## config.mk

```make
export PLATFORM = sky130hd
export DESIGN_NAME = delay_line_flat
export DESIGN_NICKNAME = d
export VERILOG_FILES = /design/src/rtl/delay_pkg.sv /design/src/rtl/delay_line_if.sv /design/src/rtl/delay_tap_chain.sv /design/src/rtl/delay_line.sv /design/src/flat_wrapper.sv
export SDC_FILE = /design/constraint.sdc
export NUM_CORES = 1
export LEC_CHECK = 0
export BUFFER_PORTS_ARGS = -buffer_cell sky130_fd_sc_hd__buf_4
export CORE_MARGIN = 3
export CORE_UTILIZATION = 25
export CTS_CLUSTER_SIZE = 24
export DETAILED_ROUTE_END_ITERATION = 10
export SYNTH_ARGS = -nofsm -noshare
export SYNTH_HDL_FRONTEND = slang
export SYNTH_SLANG_ARGS = --single-unit
```

## constraint.sdc

```tcl
create_clock -name clk -period 9 [get_ports clk]
set_input_delay 0.45 -clock clk [delete_from_list [all_inputs] [get_ports clk]]
set_output_delay 0.45 -clock clk [all_outputs]
set_load 0.02 [all_outputs]
```

## src/rtl/delay_pkg.sv

```systemverilog
// delay_pkg: shared defaults and helpers for the delay_line block.
//   DEF_DATA_W / DEF_MAX_DEPTH / DEF_N_CH / DEF_FLAG_INIT : parameter defaults
//   depth_clamp()                                         : maps a requested
//                                                           depth onto 1..max
package delay_pkg;

   localparam int unsigned DEF_DATA_W    = 16;
   localparam int unsigned DEF_MAX_DEPTH = 16;
   localparam int unsigned DEF_N_CH      = 2;
   localparam bit          DEF_FLAG_INIT = 1'b1;

   // A depth of 0 would select no tap at all, so it is treated as 1.
   function automatic int unsigned depth_clamp(input int unsigned depth,
                                               input int unsigned max_depth);
      if (depth == 0)
         return 1;
      else if (depth > max_depth)
         return max_depth;
      else
         return depth;
   endfunction

endpackage

```

## src/rtl/delay_line_if.sv

```systemverilog
// delay_line_if: control/data bundle of the delay line.
//   en, flush, depth, data_in, flag_in : driven by the master (user logic)
//   data_out, flag_out, primed         : driven by the slave (delay_line)
interface delay_line_if
   import delay_pkg::*;
#(
   parameter int unsigned DATA_W    = DEF_DATA_W,
   parameter int unsigned MAX_DEPTH = DEF_MAX_DEPTH,
   parameter int unsigned N_CH      = DEF_N_CH
) ();

   localparam int unsigned DEPTH_W = $clog2(MAX_DEPTH + 1);

   logic               en;
   logic               flush;
   logic [DEPTH_W-1:0] depth;
   logic [DATA_W-1:0]  data_in;
   logic [N_CH-1:0]    flag_in;
   logic [DATA_W-1:0]  data_out;
   logic [N_CH-1:0]    flag_out;
   logic               primed;

   modport master (
      output en, flush, depth, data_in, flag_in,
      input  data_out, flag_out, primed
   );

   modport slave (
      input  en, flush, depth, data_in, flag_in,
      output data_out, flag_out, primed
   );

endinterface

```

## src/rtl/delay_tap_chain.sv

```systemverilog
// delay_tap_chain: MAX_DEPTH-stage shift register of W-bit words.
//   clk, rst : clock, asynchronous active-high reset
//   en       : shift enable (0 holds every stage)
//   flush    : synchronous clear of every stage, wins over en
//   d_i      : word entering stage 0
//   taps_o   : all stage contents, taps_o[0] is the newest sample
module delay_tap_chain #(
   parameter int unsigned W         = 18,
   parameter int unsigned MAX_DEPTH = 16
) (
   input  logic                          clk,
   input  logic                          rst,
   input  logic                          en,
   input  logic                          flush,
   input  logic [W-1:0]                  d_i,
   output logic [MAX_DEPTH-1:0][W-1:0]   taps_o
);

   for (genvar gi = 0; gi < MAX_DEPTH; gi++) begin : g_stage
      logic [W-1:0] tap_q;
      logic [W-1:0] tap_src;

      if (gi == 0) begin : g_head
         assign tap_src = d_i;
      end else begin : g_body
         assign tap_src = g_stage[gi-1].tap_q;
      end

      always_ff @(posedge clk or posedge rst) begin
         if (rst)
            tap_q <= '0;
         else if (flush)
            tap_q <= '0;
         else if (en)
            tap_q <= tap_src;
      end

      assign taps_o[gi] = tap_q;
   end

endmodule

```

## src/rtl/delay_line.sv

```systemverilog
// delay_line: programmable delay of a data word plus N_CH flag bits.
//   clk, rst        : clock, asynchronous active-high reset
//   bus.en          : shift enable; 0 freezes taps, counter and primed
//   bus.flush       : synchronous clear of taps and priming
//   bus.depth       : requested delay, clamped to 1..MAX_DEPTH
//   bus.data_in     : data sample          bus.flag_in  : flag samples
//   bus.data_out    : delayed data (never masked)
//   bus.flag_out    : delayed flags, FLAG_INIT on every bit until primed
//   bus.primed      : the line holds depth_eff samples since last restart
module delay_line
   import delay_pkg::*;
#(
   parameter int unsigned DATA_W    = DEF_DATA_W,
   parameter int unsigned MAX_DEPTH = DEF_MAX_DEPTH,
   parameter int unsigned N_CH      = DEF_N_CH,
   parameter bit          FLAG_INIT = DEF_FLAG_INIT
) (
   input  logic         clk,
   input  logic         rst,
   delay_line_if.slave  bus
);

   localparam int unsigned DEPTH_W = $clog2(MAX_DEPTH + 1);
   localparam int unsigned W       = DATA_W + N_CH;

   logic [DEPTH_W-1:0]          depth_req;
   logic [DEPTH_W-1:0]          depth_q, depth_d;
   logic [DEPTH_W-1:0]          cnt_q, cnt_d;
   logic                        primed_q, primed_d;
   logic                        depth_chg;
   logic [MAX_DEPTH-1:0][W-1:0] taps;
   logic [W-1:0]                tap_sel;

   // Flags travel in the upper bits of the same chain as the data.
   delay_tap_chain #(
      .W         (W),
      .MAX_DEPTH (MAX_DEPTH)
   ) u_chain (
      .clk    (clk),
      .rst    (rst),
      .en     (bus.en),
      .flush  (bus.flush),
      .d_i    ({bus.flag_in, bus.data_in}),
      .taps_o (taps)
   );

   assign depth_req = DEPTH_W'(depth_clamp(32'(bus.depth), MAX_DEPTH));
   assign depth_chg = (depth_req != depth_q);

   // The depth register tracks the request on every edge; a change restarts
   // priming (counting the current sample if it is being shifted in) but
   // leaves the taps untouched.
   always_comb begin
      depth_d = depth_req;
      cnt_d   = cnt_q;
      if (bus.flush)
         cnt_d = '0;
      else if (depth_chg)
         cnt_d = bus.en ? DEPTH_W'(1) : '0;
      else if (bus.en && (cnt_q != depth_q))
         cnt_d = cnt_q + DEPTH_W'(1);
      primed_d = (cnt_d == depth_d);
   end

   always_ff @(posedge clk or posedge rst) begin
      if (rst) begin
         depth_q  <= DEPTH_W'(1);
         cnt_q    <= '0;
         primed_q <= 1'b0;
      end else begin
         depth_q  <= depth_d;
         cnt_q    <= cnt_d;
         primed_q <= primed_d;
      end
   end

   // Single MAX_DEPTH:1 mux choosing tap[depth_q-1]; driven only by
   // registers so the outputs cannot glitch on input activity.
   always_comb begin
      tap_sel = '0;
      for (int i = 0; i < MAX_DEPTH; i++) begin
         if (depth_q == DEPTH_W'(i + 1))
            tap_sel = taps[i];
      end
   end

   assign bus.data_out = tap_sel[DATA_W-1:0];
   assign bus.flag_out = primed_q ? tap_sel[W-1:DATA_W] : {N_CH{FLAG_INIT}};
   assign bus.primed   = primed_q;

endmodule

```

## src/flat_wrapper.sv

```systemverilog
// flat-port wrapper written by rule: the top's interface ports become plain ports
module delay_line_flat import delay_pkg::*;
#(
   parameter int unsigned DATA_W    = DEF_DATA_W,
   parameter int unsigned MAX_DEPTH = DEF_MAX_DEPTH,
   parameter int unsigned N_CH      = DEF_N_CH,
   parameter bit          FLAG_INIT = DEF_FLAG_INIT
)
  (clk, rst, bus_en, bus_flush, bus_depth, bus_data_in, bus_flag_in, bus_data_out, bus_flag_out, bus_primed);
  delay_line_if #(.DATA_W(DATA_W), .MAX_DEPTH(MAX_DEPTH), .N_CH(N_CH)) bus_i ();
  input  logic clk;
  input  logic rst;
  input wire logic [$bits(bus_i.en)-1:0] bus_en;
  input wire logic [$bits(bus_i.flush)-1:0] bus_flush;
  input wire logic [$bits(bus_i.depth)-1:0] bus_depth;
  input wire logic [$bits(bus_i.data_in)-1:0] bus_data_in;
  input wire logic [$bits(bus_i.flag_in)-1:0] bus_flag_in;
  output wire logic [$bits(bus_i.data_out)-1:0] bus_data_out;
  output wire logic [$bits(bus_i.flag_out)-1:0] bus_flag_out;
  output wire logic [$bits(bus_i.primed)-1:0] bus_primed;
  assign bus_i.en = bus_en;
  assign bus_i.flush = bus_flush;
  assign bus_i.depth = bus_depth;
  assign bus_i.data_in = bus_data_in;
  assign bus_i.flag_in = bus_flag_in;
  assign bus_data_out = bus_i.data_out;
  assign bus_flag_out = bus_i.flag_out;
  assign bus_primed = bus_i.primed;
  delay_line #(.DATA_W(DATA_W), .MAX_DEPTH(MAX_DEPTH), .N_CH(N_CH), .FLAG_INIT(FLAG_INIT)) u_core (.clk(clk), .rst(rst), .bus(bus_i));
endmodule
```

Yosys cells after proc, flatten, opt, wreduce, memory -nomap -nowiden
Index checks and enable logic that the tools add are counted.
- $add $sub $neg: 1
- multiply operators: 0
- div/mod/pow operators: 0
- $lt $le $gt $ge: 1
- equal/unequal tests: 19
- shift operators: 0
- muxes and demuxes: 55
- bitwise operators: 0
- reductions and logical operators: 3
- operators by type and width (cell ; number):
    $mux 18 ; 48
    $eq 5x4->1 const B ; 8
    $mux 5 ; 5
    $eq 5x3->1 const B ; 4
    $eq 5x2->1 const B ; 2
    $ne 5x5->1 ; 2
    $add 5x1->5 const B ; 1
    $eq 5x1->1 const B ; 1
    $eq 5x5->1 ; 1
    $eq 5x5->1 const B ; 1
    $gt 5x5->1 const B ; 1
    $logic_not 5->1 ; 1
    $mux 2 ; 1
    $reduce_bool 2->1 ; 1
    $logic_and 1x1->1 ; 1
    $mux 1 ; 1
- flip-flop bits (word level): 299
- latch bits: 0
- memory bits (writable): 0
- memory bits (read-only): 0
- bits of input ports: 27
- output and inout port bits: 19
- word-level logic and storage cells: 98
- memories kept: 0

Logic depth before layout (Yosys ltp)
Gate-level depths: netlist (run 1).
- depth after elaboration: 18
- mapped depth: 10

Hierarchy
A second synthesis (run 1) with hierarchy kept.
- cell total of the unflattened synthesis: 1417
- area total of the unflattened synthesis: 14889.3 um^2
- modules (own cells, without submodules) (module ; times used ; cells each ; area an instance (um^2) ; seq. area each (um^2)):
    delay_tap_chain ; 1 ; 929 ; 11656.2 ; 7206.9
    delay_line ; 1 ; 488 ; 3233.1 ; 276.5

Least setup slack after synthesis (run 1)
Ideal clock, no wire load.
- path type: reg2out
- start point: register u_core.depth_q[0]
- end point: output port bus_data_out[1]
- data arrival time: 2.307 ns
- required time: 8.550 ns
- slack: 6.243 ns
- stages on the path, launching flop included: 11
- buffers on the path: 4
- cell sequence: dfstp_2 buf_2 buf_2 buf_1 nor2_1 nand2_1 clkbuf_1 o22ai_1 nor2_1 o21ai_1 a31oi_1
- longest elaborated chain between the ends: 17
- elaborated cells between the ends (all ways): 32
- those cells by class: eq/ne: 16; mux: 16
- RTL lines (element ; RTL line ; source):
    start, declared ; delay_line.sv:27 ; logic [DEPTH_W-1:0] depth_q, depth_d;
    start signal, assigned ; delay_line.sv:71 ; depth_q <= depth_d;
    $eq 5x1->1 ; delay_line.sv:82 ; if (depth_q == DEPTH_W'(i + 1))
    $mux 18 (15 in a row) ; delay_line.sv:82 ;
    $mux 18 (*) ; delay_line.sv:82 ;
    end, declared ; flat_wrapper.sv:18 ; output wire logic [$bits(bus_i.data_out)-1:0] bus_data_out;
Mark *: on every way between the ends. The rest lies on a longest branch, timed or not.

Worst setup path after layout (run 1)
- start point: register u_core.depth_q[0]
- end point: output port bus_data_out[15]
Same word-level chain as after synthesis.

==> run_results.csv, run 1 <==
group,metric,value,unit
sta,slew_violations,0,
logic_synthesis,synth_mux_area_frac,0.215,
sta,hold_violations,9,
setup_path,cp.required,8.55,ns
placed_design,gp_congestion,0.873,
placed_design,hpwl,27.7,mm
sta,fin_skew,0.0151,ns
logic_synthesis,synth-async-reset-ratio,1.00,
grt,grt_pass1_wl,66.4,mm
clocking,cts_sinks,299,
pwr,p_comb_frac,0.086,
sta,fmax,0.214,GHz
setup_path,cpPeakStageDelay,0.87,ns
detailed_routing,ant_nets,0,
clocking,path_clk_slew,0.06,ns
cells_and_area,syn_to_final_growth,14.2,%
sta,worst_slew_pin_slew,1.15,ns
logic_synthesis,yosysSeqAreaShare,0.504,
setup_path,endpoint_kind,"output port",
setup_path,critical_path.cell_chain,"buf_4 > inv_1 > or3_1 > nand2_1 > a21oi_1 > a31oi_1 > buf_4",
sta,rsz0062_at_grt,"false",
setup_path,critPathKind,"flip-flop to output port",
logic_synthesis,synth_edf_count,0,
pwr,power.share.sequential,0.450,
clocking,clk_latency,0.52,ns
logic_synthesis,synth_top_area_frac,0.502,
sta,hold_ws,-0.0169,ns
clocking,post_cts_buffers,0,
logic_synthesis,synth-seq-cells,299,
logic_synthesis,synth-adder-area-share,0.000843,
cells_and_area,fillers,5986,
status,status,"finished with violations",
logic_synthesis,yosys_warnings,0,
logic_synthesis,synth_ff_type,"dfrtp_1",
grt,grt_start_max_net_pins,146,
clocking,cts.repair.resized,0,
logic_synthesis,synth_top_family_by_area,"multiplexers",
pwr,ir_drop,0.000136,V
cells_and_area,nNetsFinal,1486,
detailed_routing,num_vias,11200,
logic_synthesis,syn_area,14800,sq um
setup_path,cp_common_cell,"buf_4",
clocking,cts_max_path_buffers,3,
detailed_routing,viasPerCell,5.00,
cells_and_area,multi_input_area,6870,sq um
placed_design,numPortBuffers,45,
sta,fin_crit_sh,0.519,
logic_synthesis,postSynthAreaPerCell,10.0,sq um
worst_hold_path,min_path_type,"input pin to asynchronous set/reset pin",
sta,slew_headroom,0.232,
setup_path,cp-startpoint,"u_core.depth_q[0]",
pwr,p_sw_frac,0.247,
die,die_area,62400,sq um
die,die-width,250,um
die,rows,88,
status,violations,"negative hold slack",
cells_and_area,final_layout_size_suffix_gt1_frac,0.0838,
grt,gr-total-overflow,0,
clocking,cts_tree,"built",
setup_path,r2r_cells,7,
logic_synthesis,netlist_instances,1481,
setup_path,timing.critical_path.fanout_max,51,
detailed_routing,drt_first_pass_iters,6,
logic_synthesis,netlist_top_cells_count,"nor2_1, mux2i_1, dfrtp_1, a21oi_1, clkbuf_1",
pwr,power_frac_clock,0.464,
sta,finalSetupTns,0,ns
clocking,cts_hold_buffers,0,
logic_synthesis,synth_nets,1509,
logic_synthesis,synth_top_cell_by_area,"dfrtp_1",
grt,grt_pass1_vias,11000,
setup_path,startpoint_type,"flip-flop",
detailed_routing,route.detailed.drc,0,
logic_synthesis,synthSimpleGateAreaFrac,0.127,
detailed_routing,first_iter_violations,1270,
logic_synthesis,synth_cell_type_count,61,
logic_synthesis,synth_xor_area_frac,0.00649,
die,core_area,58200,sq um
cells_and_area,seqCellArea,7480,sq um
clocking,cts-htree-levels,2,
clocking,cts_made_buffers,34,
pwr,power.internal,0.00230,W
cells_and_area,antenna_cells_inserted,0,
clocking,clockRootBuffer,"clkbuf_16",
setup_path,rrSetupSlack,5.73,ns
pwr,switchingPower,0.000755,W
setup_path,r2r_end,"u_core.bus.primed",
detailed_routing,wire_per_inst,18.6,um
pwr,p_leak,7.98,nW
grt,grt_antenna_before_repair,0,
detailed_routing,wirelength,41.8,mm
setup_path,cp_slowest_cell,"dfstp_2",
logic_synthesis,synth_compound_area_frac,0.112,
sta,setup_viol,0,
die,initial_core_util,0.255,
logic_synthesis,yosysMostFrequentCell,"nor2_1",
logic_synthesis,synthTopCellsByArea,"dfrtp_1, mux2i_1, nor2_1",
pwr,powerDensity,180,nW/um^2
grt,grt_usage,0.131,
die,pin_count,46,
setup_path,critical_path_arrival,4.22,ns
run,drv_cap,0,
sta,min_period,4.67,ns
setup_path,r2r_start,"u_core.depth_q[2]",
die,die_height,250,um
[worst max-delay path: cells and delay by family (launching register included)]
kind            cells  cell delay, ns
simple gates        2            1.25
buf+inv             3            1.15
compound gates      2            0.37
flops               1            0.87
[per-layer routing]
metal	vias up	GRT usage	share of wire
met5	-	0	0
met2	339	0.217	0.49
met3	81	0.0184	0.045
li1	5162	-	-
met4	0	0.0413	0.027
met1	5642	0.177	0.44
[logic make-up after synthesis]
family	after synthesis
buffers and inverters	126
adders and majority gates	1
muxes	319
xor gates and xnor gates	11
DFF	299
and+or+nand+nor	453
AOI/OAI and AO/OA	272
[cells in the final DEF, fill, tap and decap left out, types with 3 or more instances in the layout]
cell and count:
and3_1 7, a222oi_1 3, o22ai_1 43, o21ai_0 47, clkinv_2 3, nand2_1 31
a221o_1 4, o221ai_1 3, a21oi_1 76, inv_1 7, xnor2_1 8, a2111oi_0 3
nor2_1 350, nor2b_1 8, xor2_1 3, nor3_1 11, dfrtp_1 297, clkbuf_16 35
a22oi_1 19, clkbuf_8 11, a211oi_1 6, or3_1 5, mux2i_1 317, nand4_1 4
nand2b_1 7, o211ai_1 5, clkbuf_1 5, buf_4 56, nand3_1 11, a31oi_1 10
o21ai_1 32, o32ai_1 4, nor4_2 3
[how the worst max path moves through the flow]
| stage | cells past startpoint | slack [ns] | end |
|---|---|---|---|
| 2_1_floorplan | 1 | 0.29 | u_core.bus.primed |
| 3_3_place_gp | 7 | 4.95 | bus_data_out[15] |
| 3_5_place_dp | 7 | 4.89 | bus_data_out[15] |
| 4_1_cts | 7 | 4.31 | bus_data_out[15] |
| 5_1_grt | 7 | 4.08 | bus_data_out[4] |
| 6_report | 7 | 4.33 | bus_data_out[15] |
[area by class of cell]
| class | instances | area share |
|---|---|---|
| clock buffer | 51 | 0.0617 |
| clock inverter | 7 | 0.00546 |
| inverter | 8 | 0.00221 |
| multi-input combinational | 1056 | 0.405 |
| sequential | 299 | 0.441 |
| tap | 765 | 0.0564 |
| timing repair buffer | 59 | 0.0277 |
[power groups by stage]
stage	logic [W]	clock network (W)	registers [W]
after floorplan	0.000194	0	0.00139
after global placement	0.000261	0	0.00140
after detailed placement	0.000263	0	0.00140
after CTS	0.000264	0.00145	0.00138
after global routing	0.000286	0.00150	0.00138
final	0.000262	0.00142	0.00138
[sequential cells by signal (all words and copies together), names as in the netlist]
signal,cells
u_core.cnt_q,5
u_core.u_chain.g_stage.tap_q,270
u_core.bus.primed,1
u_core.depth_q,5
u_core.u_chain.g_stage.tap_src,18
[through the flow]
step                utilization  power, W  instance area, sq um  worst slack [ns]  instances
finish                    0.291   0.00306                 17000              4.33       2245
floorplan                     -   0.00158                 14800             0.291       1481
CTS                       0.291   0.00309                 17000              4.31       2245
detailed placement        0.272   0.00166                 15800              4.89       2187
global route              0.291   0.00316                 17000              4.08       2245
global placement          0.272   0.00166                 15800              4.95       2187
(Power assumes the default switching activity.)
==> run 2, diff against run 1 <==
--- a/config.mk
+++ b/config.mk
@@ -5,6 +5,7 @@
 export SDC_FILE = /design/constraint.sdc
 export NUM_CORES = 1
 export LEC_CHECK = 0
+export ABC_AREA = 1
 export BUFFER_PORTS_ARGS = -buffer_cell sky130_fd_sc_hd__buf_4
 export CORE_MARGIN = 3
 export CORE_UTILIZATION = 25
==> constraint.sdc (replaced) <==
create_clock -name clk -period 4.1 [get_ports clk]
set_input_delay 0.205 -clock clk [delete_from_list [all_inputs] [get_ports clk]]
set_output_delay 0.205 -clock clk [all_outputs]
set_load 0.02 [all_outputs]
==> run 2 against run 1 <==
Against the previous run: synthesized cell count is 16% higher; global-route usage is 0.26 points higher; clock power is 110% higher; cell count is 12% higher; the run now ends clean; die area is 4.9% lower; area after synthesis is 5.0% lower; critical path depth is 5 higher; sequential power is 120% higher; combinational power is 71% higher; utilization is 0.54 points higher; setup slack worse by 3.9 ns.
==> run_results.csv, run 2 <==
group,metric,value,unit
logic_synthesis,yosysSeqAreaShare,0.531,
clocking,clockRootBuffer,"clkbuf_16",
detailed_routing,ant_nets,0,
sta,fin_ws,0.445,ns
sta,finalSetupTns,0,ns
logic_synthesis,synth-async-reset-ratio,1.00,
setup_path,r2r_end,"u_core.bus.primed",
placed_design,numPlacedInstances,2424,
setup_path,r2r_start,"u_core.depth_q[0]",
cells_and_area,largest_register_ff_count,270,
sta,fin_skew,0.0104,ns
cells_and_area,antenna_cells_inserted,0,
clocking,cts.repair.resized,0,
cells_and_area,final_cells,2505,
setup_path,critPathKind,"flip-flop to output port",
logic_synthesis,yosys_warnings,0,
die,pin_count,46,
clocking,cts-htree-levels,1,
detailed_routing,viasPerCell,4.83,
placed_design,hpwl,25.1,mm
die,rows,86,
setup_path,timing.critical_path.fanout_max,23,
die,die-width,244,um
sta,slew_headroom,0.286,
logic_synthesis,synth_edf_count,0,
die,core_area,55400,sq um
cells_and_area,final_layout_size_suffix_gt1_frac,0.0956,
worst_hold_path,hold_path_depth,3,
worst_hold_path,min_path_type,"input pin to flip-flop",
cells_and_area,syn_to_final_growth,16.5,%
logic_synthesis,synthSimpleGateAreaFrac,0.249,
setup_path,cp_common_cell,"nand2_1",
grt,grt_pass1_wl,65.8,mm
placed_design,pre_cts_ws,1.13,ns
detailed_routing,first_iter_violations,1167,
cells_and_area,final_common_cell,"nand2_1",
sta,min_period,3.66,ns
pwr,powerDensity,394,nW/um^2
logic_synthesis,synth_xor_area_frac,0.00497,
sta,hold_ws,0.0570,ns
sta,fin_crit_sh,0.892,
logic_synthesis,synthTopCellsByArea,"dfrtp_1, nand2_1, nand3_1",
setup_path,cp.required,3.89,ns
pwr,ir_drop,0.000288,V
worst_hold_path,worstHoldStart,"bus_depth[0]",
setup_path,startpoint_type,"flip-flop",
sta,worst_slew_pin_slew,1.07,ns
setup_path,r2r_cells,11,
clocking,cts_tree,"built",
setup_path,worst-path-buf-inv,2,
grt,gr-total-overflow,0,
sta,rsz0062_at_grt,"false",
setup_path,endpoint_kind,"output port",
sta,slew_violations,0,
grt,grt_usage,0.134,
die,initial_core_util,0.255,
status,status,"finished, final reports clean",
logic_synthesis,synth_top_area_frac,0.529,
clocking,cts_max_path_buffers,3,
detailed_routing,wirelength,39.9,mm
grt,grt_start_max_net_pins,140,
logic_synthesis,synth_compound_area_frac,0.131,
logic_synthesis,yosysMostFrequentCell,"nand2_1",
detailed_routing,route.detailed.drc,0,
logic_synthesis,netlist_instances,1723,
die,die_height,244,um
cells_and_area,layout_common_cells,"nand2_1, dfrtp_1, nand3_1",
logic_synthesis,synth_cell_type_count,31,
setup_path,critical_path_arrival,3.45,ns
logic_synthesis,synth_top_family_by_area,"simple AND/OR/NAND/NOR gates",
placed_design,numPortBuffers,45,
logic_synthesis,synth_nets,1751,
logic_synthesis,netlist_top_cells_count,"nand2_1, dfrtp_1, nand3_1, inv_1, o21ai_0",
clocking,post_cts_buffers,0,
detailed_routing,num_vias,12100,
cells_and_area,largest_register,"u_core.u_chain.g_stage.tap_q",
clocking,path_clk_slew,0.06,ns
clocking,cts_made_buffers,31,
die,die_area,59300,sq um
logic_synthesis,postSynthAreaPerCell,8.19,sq um
detailed_routing,wire_per_inst,15.9,um
logic_synthesis,synth-seq-cells,299,
logic_synthesis,syn_area,14100,sq um
sta,hold_violations,0,
pwr,p_leak,7.17,nW
run,drv_cap,0,
logic_synthesis,synth_mux_area_frac,0,
logic_synthesis,synth-adder-area-share,0.000887,
cells_and_area,nNetsFinal,1760,
sta,fmax,0.274,GHz
setup_path,critical_path.cell_chain,"buf_4 > nand3_1 > o21ai_0 > nand2_1 > nand4_1 > nand2_1 > nand4_1 > nand2_1 > nand3_1 > nand2_1 > nand3_1 > buf_4",
setup_path,cp_slowest_cell,"dfstp_2",
clocking,cts_sinks,299,
detailed_routing,drt_first_pass_iters,5,
clocking,clk_latency,0.57,ns
logic_synthesis,synth_ff_type,"dfrtp_1",
placed_design,gp_congestion,0.857,
sta,setup_viol,0,
setup_path,crit_family,"simple AND/OR/NAND/NOR gates",
grt,grt_antenna_before_repair,0,
worst_hold_path,hold_end,"u_core.depth_q[0]",
setup_path,cpPeakStageDelay,0.91,ns
logic_synthesis,synth_top_cell_by_area,"dfrtp_1",
grt,grt_pass1_vias,12000,
setup_path,rrSetupSlack,1.51,ns
[run 2: cells by family after synthesis]
family                     Yosys count
AOI/OAI and AO/OA                  308
xor gates and xnor gates             8
adders and majority gates            1
buffers and inverters              296
DFF                                299
and+or+nand+nor                    811
[run 2: per-layer routing]
metal	global-route usage	vias to the layer above	part of all wire
li1	-	5697	-
met1	0.197	5999	0.48
met2	0.205	331	0.45
met3	0.0221	64	0.056
met4	0.0300	0	0.017
met5	0	-	0
[run 2: final cells by class]
| type | count | area (sq um) |
|---|---|---|
| sequential | 299 | 7480 |
| fill | 5797 | 39000 |
| timing repair buffer | 90 | 771 |
| multi-input combinational | 1128 | 5450 |
| clock buffer | 44 | 915 |
| clock inverter | 14 | 191 |
| inverter | 182 | 694 |
| tap | 748 | 936 |
[run 2: worst register-to-register path, delay by kind of cell, from the launching register on]
kind	cells	cell delay (ns)
AND/OR/NAND/NOR	9	1.03
flip-flops	1	0.91
buffers and inverters	2	0.56
[run 2: stage by stage]
stage                util  total power [W]  cell area [sq um]
floorplan               -          0.00333              14100
finish              0.297          0.00647              16400
detailed placement  0.272          0.00349              15100
global route        0.297          0.00671              16400
global placement    0.272          0.00349              15100
CTS                 0.297          0.00654              16400
[run 2: worst max-delay path by stage]
stage	startpoint	endpoint	slack, ns	cells past startpoint
2_1_floorplan	rst	u_core.bus.primed	-0.08	1
5_1_grt	u_core.depth_q[1]	bus_data_out[12]	0.12	15
3_3_place_gp	u_core.depth_q[1]	bus_data_out[9]	1.13	15
3_5_place_dp	u_core.depth_q[1]	bus_data_out[3]	1.13	15
6_report	u_core.depth_q[0]	bus_data_out[15]	0.44	12
4_1_cts	u_core.depth_q[1]	bus_data_out[8]	0.50	15
[run 2: repair_timing]
item                                    CTS  global route
endpoints found under the hold margin    38             0
endpoints found under the setup margin    0             0
hold buffers                             23             0
[run 2: power by group]
group / internal (W) / total [W] / switching, W
clock network: 0.00181 / 0.00303 / 0.00122
registers: 0.00298 / 0.00300 / 0.0000246
logic: 0.000107 / 0.000449 / 0.000341
==> run 3, diff against run 2 <==
--- a/config.mk
+++ b/config.mk
@@ -5,7 +5,6 @@
 export SDC_FILE = /design/constraint.sdc
 export NUM_CORES = 1
 export LEC_CHECK = 0
-export ABC_AREA = 1
 export BUFFER_PORTS_ARGS = -buffer_cell sky130_fd_sc_hd__buf_4
 export CORE_MARGIN = 3
 export CORE_UTILIZATION = 25
==> run 3 against run 2 <==
Against the previous run: first-iteration DRC count fell by 24%; register-to-register slack got worse by 0.22 ns; non-clock buffer count decreased by 2; worst hold slack got worse by 0.054 ns; critical endpoint is now bus_flag_out[1]; largest power group unchanged.
==> run_results.csv, run 3 (same netlist as run 1, synthesis figures left out) <==
group,metric,value,unit
status,status,"finished, final reports clean",
setup_path,critPathKind,"flip-flop to output port",
sta,slew_violations,0,
placed_design,numPortBuffers,45,
pwr,switchingPower,0.00162,W
grt,grt_usage,0.127,
detailed_routing,first_iter_violations,887,
clocking,cts_max_path_buffers,3,
cells_and_area,final_layout_size_suffix_gt1_frac,0.0881,
sta,setup_viol,0,
detailed_routing,viasPerCell,4.95,
pwr,powerDensity,386,nW/um^2
die,rows,88,
cells_and_area,nNetsFinal,1515,
pwr,power.share.sequential,0.454,
sta,slew_headroom,0.234,
sta,rsz0062_at_grt,"false",
sta,fmax,0.264,GHz
die,core_area,58200,sq um
pwr,power.internal,0.00503,W
cells_and_area,final_common_cell,"nor2_1",
cells_and_area,layout_common_cells,"nor2_1, mux2i_1, dfrtp_1",
placed_design,gp_congestion,0.865,
cells_and_area,syn_to_final_growth,16.1,%
clocking,clk_latency,0.52,ns
run,drv_cap,0,
grt,grt_antenna_before_repair,0,
pwr,p_sw_frac,0.244,
pwr,p_leak,8.10,nW
clocking,cts_sinks,299,
grt,grt_pass1_vias,11000,
pwr,totalPowerFinal,0.00665,W
cells_and_area,antenna_cells_inserted,0,
pwr,ir_drop,0.000227,V
sta,fin_crit_sh,0.923,
setup_path,cp.required,3.89,ns
detailed_routing,num_vias,11200,
die,pin_count,46,
die,initial_core_util,0.255,
clocking,clockRootBuffer,"clkbuf_16",
clocking,cts-htree-levels,2,
die,die-width,250,um
detailed_routing,wire_per_inst,17.8,um
detailed_routing,route.detailed.drc,0,
detailed_routing,drt_first_pass_iters,5,
pwr,p_comb_frac,0.090,
grt,grt_pass1_wl,64.6,mm
cells_and_area,utilization,0.296,
setup_path,critical_path_arrival,3.58,ns
clocking,cts_tree,"built",
sta,hold_violations,0,
detailed_routing,wirelength,40.5,mm
detailed_routing,ant_nets,0,
setup_path,endpoint_kind,"output port",
sta,fin_skew,0.0192,ns
sta,worst_slew_pin_slew,1.15,ns
pwr,power_frac_clock,0.456,
setup_path,startpoint_type,"flip-flop",
clocking,post_cts_buffers,0,
cells_and_area,largest_register,"u_core.u_chain.g_stage.tap_q",
clocking,path_clk_slew,0.06,ns
placed_design,hpwl,26.9,mm
grt,grt_start_max_net_pins,150,
clocking,cts_made_buffers,34,
die,die_height,250,um
cells_and_area,largest_register_ff_count,270,
grt,gr-total-overflow,0,
worst_hold_path,min_path_type,"input pin to flip-flop",
setup_path,timing.critical_path.fanout_max,18,
sta,min_period,3.79,ns
die,die_area,62400,sq um
## run 3: cell count changes in the layout (fill, tap and decap cells not counted), sizes merged, moves of 10 or more
| cell | change |
|---|---|
| a21oi | +53 |
| a22oi | +19 |
| a31oi | +10 |
| inv | -171 |
| mux2i | +317 |
| nand2 | -508 |
| nand3 | -152 |
| nand4 | -46 |
| nor2 | +294 |
| o211ai | -31 |
| o21ai | -50 |
| o22ai | -29 |
| o31ai | -48 |
## run 3: path summary, 6_finish.rpt
kind	to	cells after the start	start	slack (ns)
max	bus_flag_out[1]	7	u_core.depth_q[3]	0.31
min	u_core.u_chain.g_stage[0].tap_q[2]	3	bus_data_in[2]	0.003
max reg2reg	u_core.bus.primed	7	u_core.depth_q[4]	1.29
min reg2reg	u_core.u_chain.g_stage[15].tap_q[16]	2	u_core.u_chain.g_stage[15].tap_q[16]	0.52
max in group asynchronous	u_core.u_chain.g_stage[6].tap_q[7]	4	rst	2.98
min in group asynchronous	u_core.u_chain.g_stage[15].tap_q[12]	4	rst	0.45
## run 3: stage by stage
stage / cell area, sq um / std cells / setup WS, ns / setup TNS [ns] / hold slack [ns]
after global routing: 17200 / 2274 / 0.120 / 0 / 0.0197
final: 17200 / 2274 / 0.315 / 0 / 0.00294
after CTS: 17200 / 2273 / 0.371 / 0 / 0.00464
after detailed placement: 15900 / 2197 / 0.936 / 0 / 0.417
after global placement: 15900 / 2197 / 0.946 / 0 / 0.416
after floorplan: 14900 / 1481 / -0.0773 / -23.02 / 0.362
## run 3: power groups by stage
stage | sequential (W) | combinational [W] | clock [W]
detailed placement | 0.00308 | 0.000587 | 0
CTS | 0.00302 | 0.000603 | 0.00311
finish | 0.00302 | 0.000598 | 0.00303
floorplan | 0.00305 | 0.000426 | 0
global route | 0.00302 | 0.000651 | 0.00325
global placement | 0.00307 | 0.000580 | 0
## run 3: critical path, stage by stage, from the launching register on
cell	delay, ns
dfrtp_1	0.76
nor2b_1	0.60
nand3_1	0.66
o221ai_1	0.39
o21ai_1	0.14
a21oi_1	0.21
o21ai_1	0.11
buf_4	0.18
## run 3: repair_timing
action / CTS / global route
endpoints found under the setup margin: 0 / 0
hold buffers: 18 / 1
hold endpoints to repair: 135 / 1
gates resized for setup: 0 / 0
## run 3: layer usage
layer,vias up,routed length (um),track usage
met1,5643,17800,0.169
met2,318,19500,0.209
met4,0,1110,0.0401
li1,5213,-,-
met3,72,2050,0.0231
met5,-,0,0
## run 3: cell type report
type                       instances  area (sq um)
inverter                           8          33.8
sequential                       299          7480
clock buffer                      53          1060
tap                              765           957
fill                            5981         41000
timing repair buffer              88           773
multi-input combinational       1056          6870
clock inverter                     5          57.6
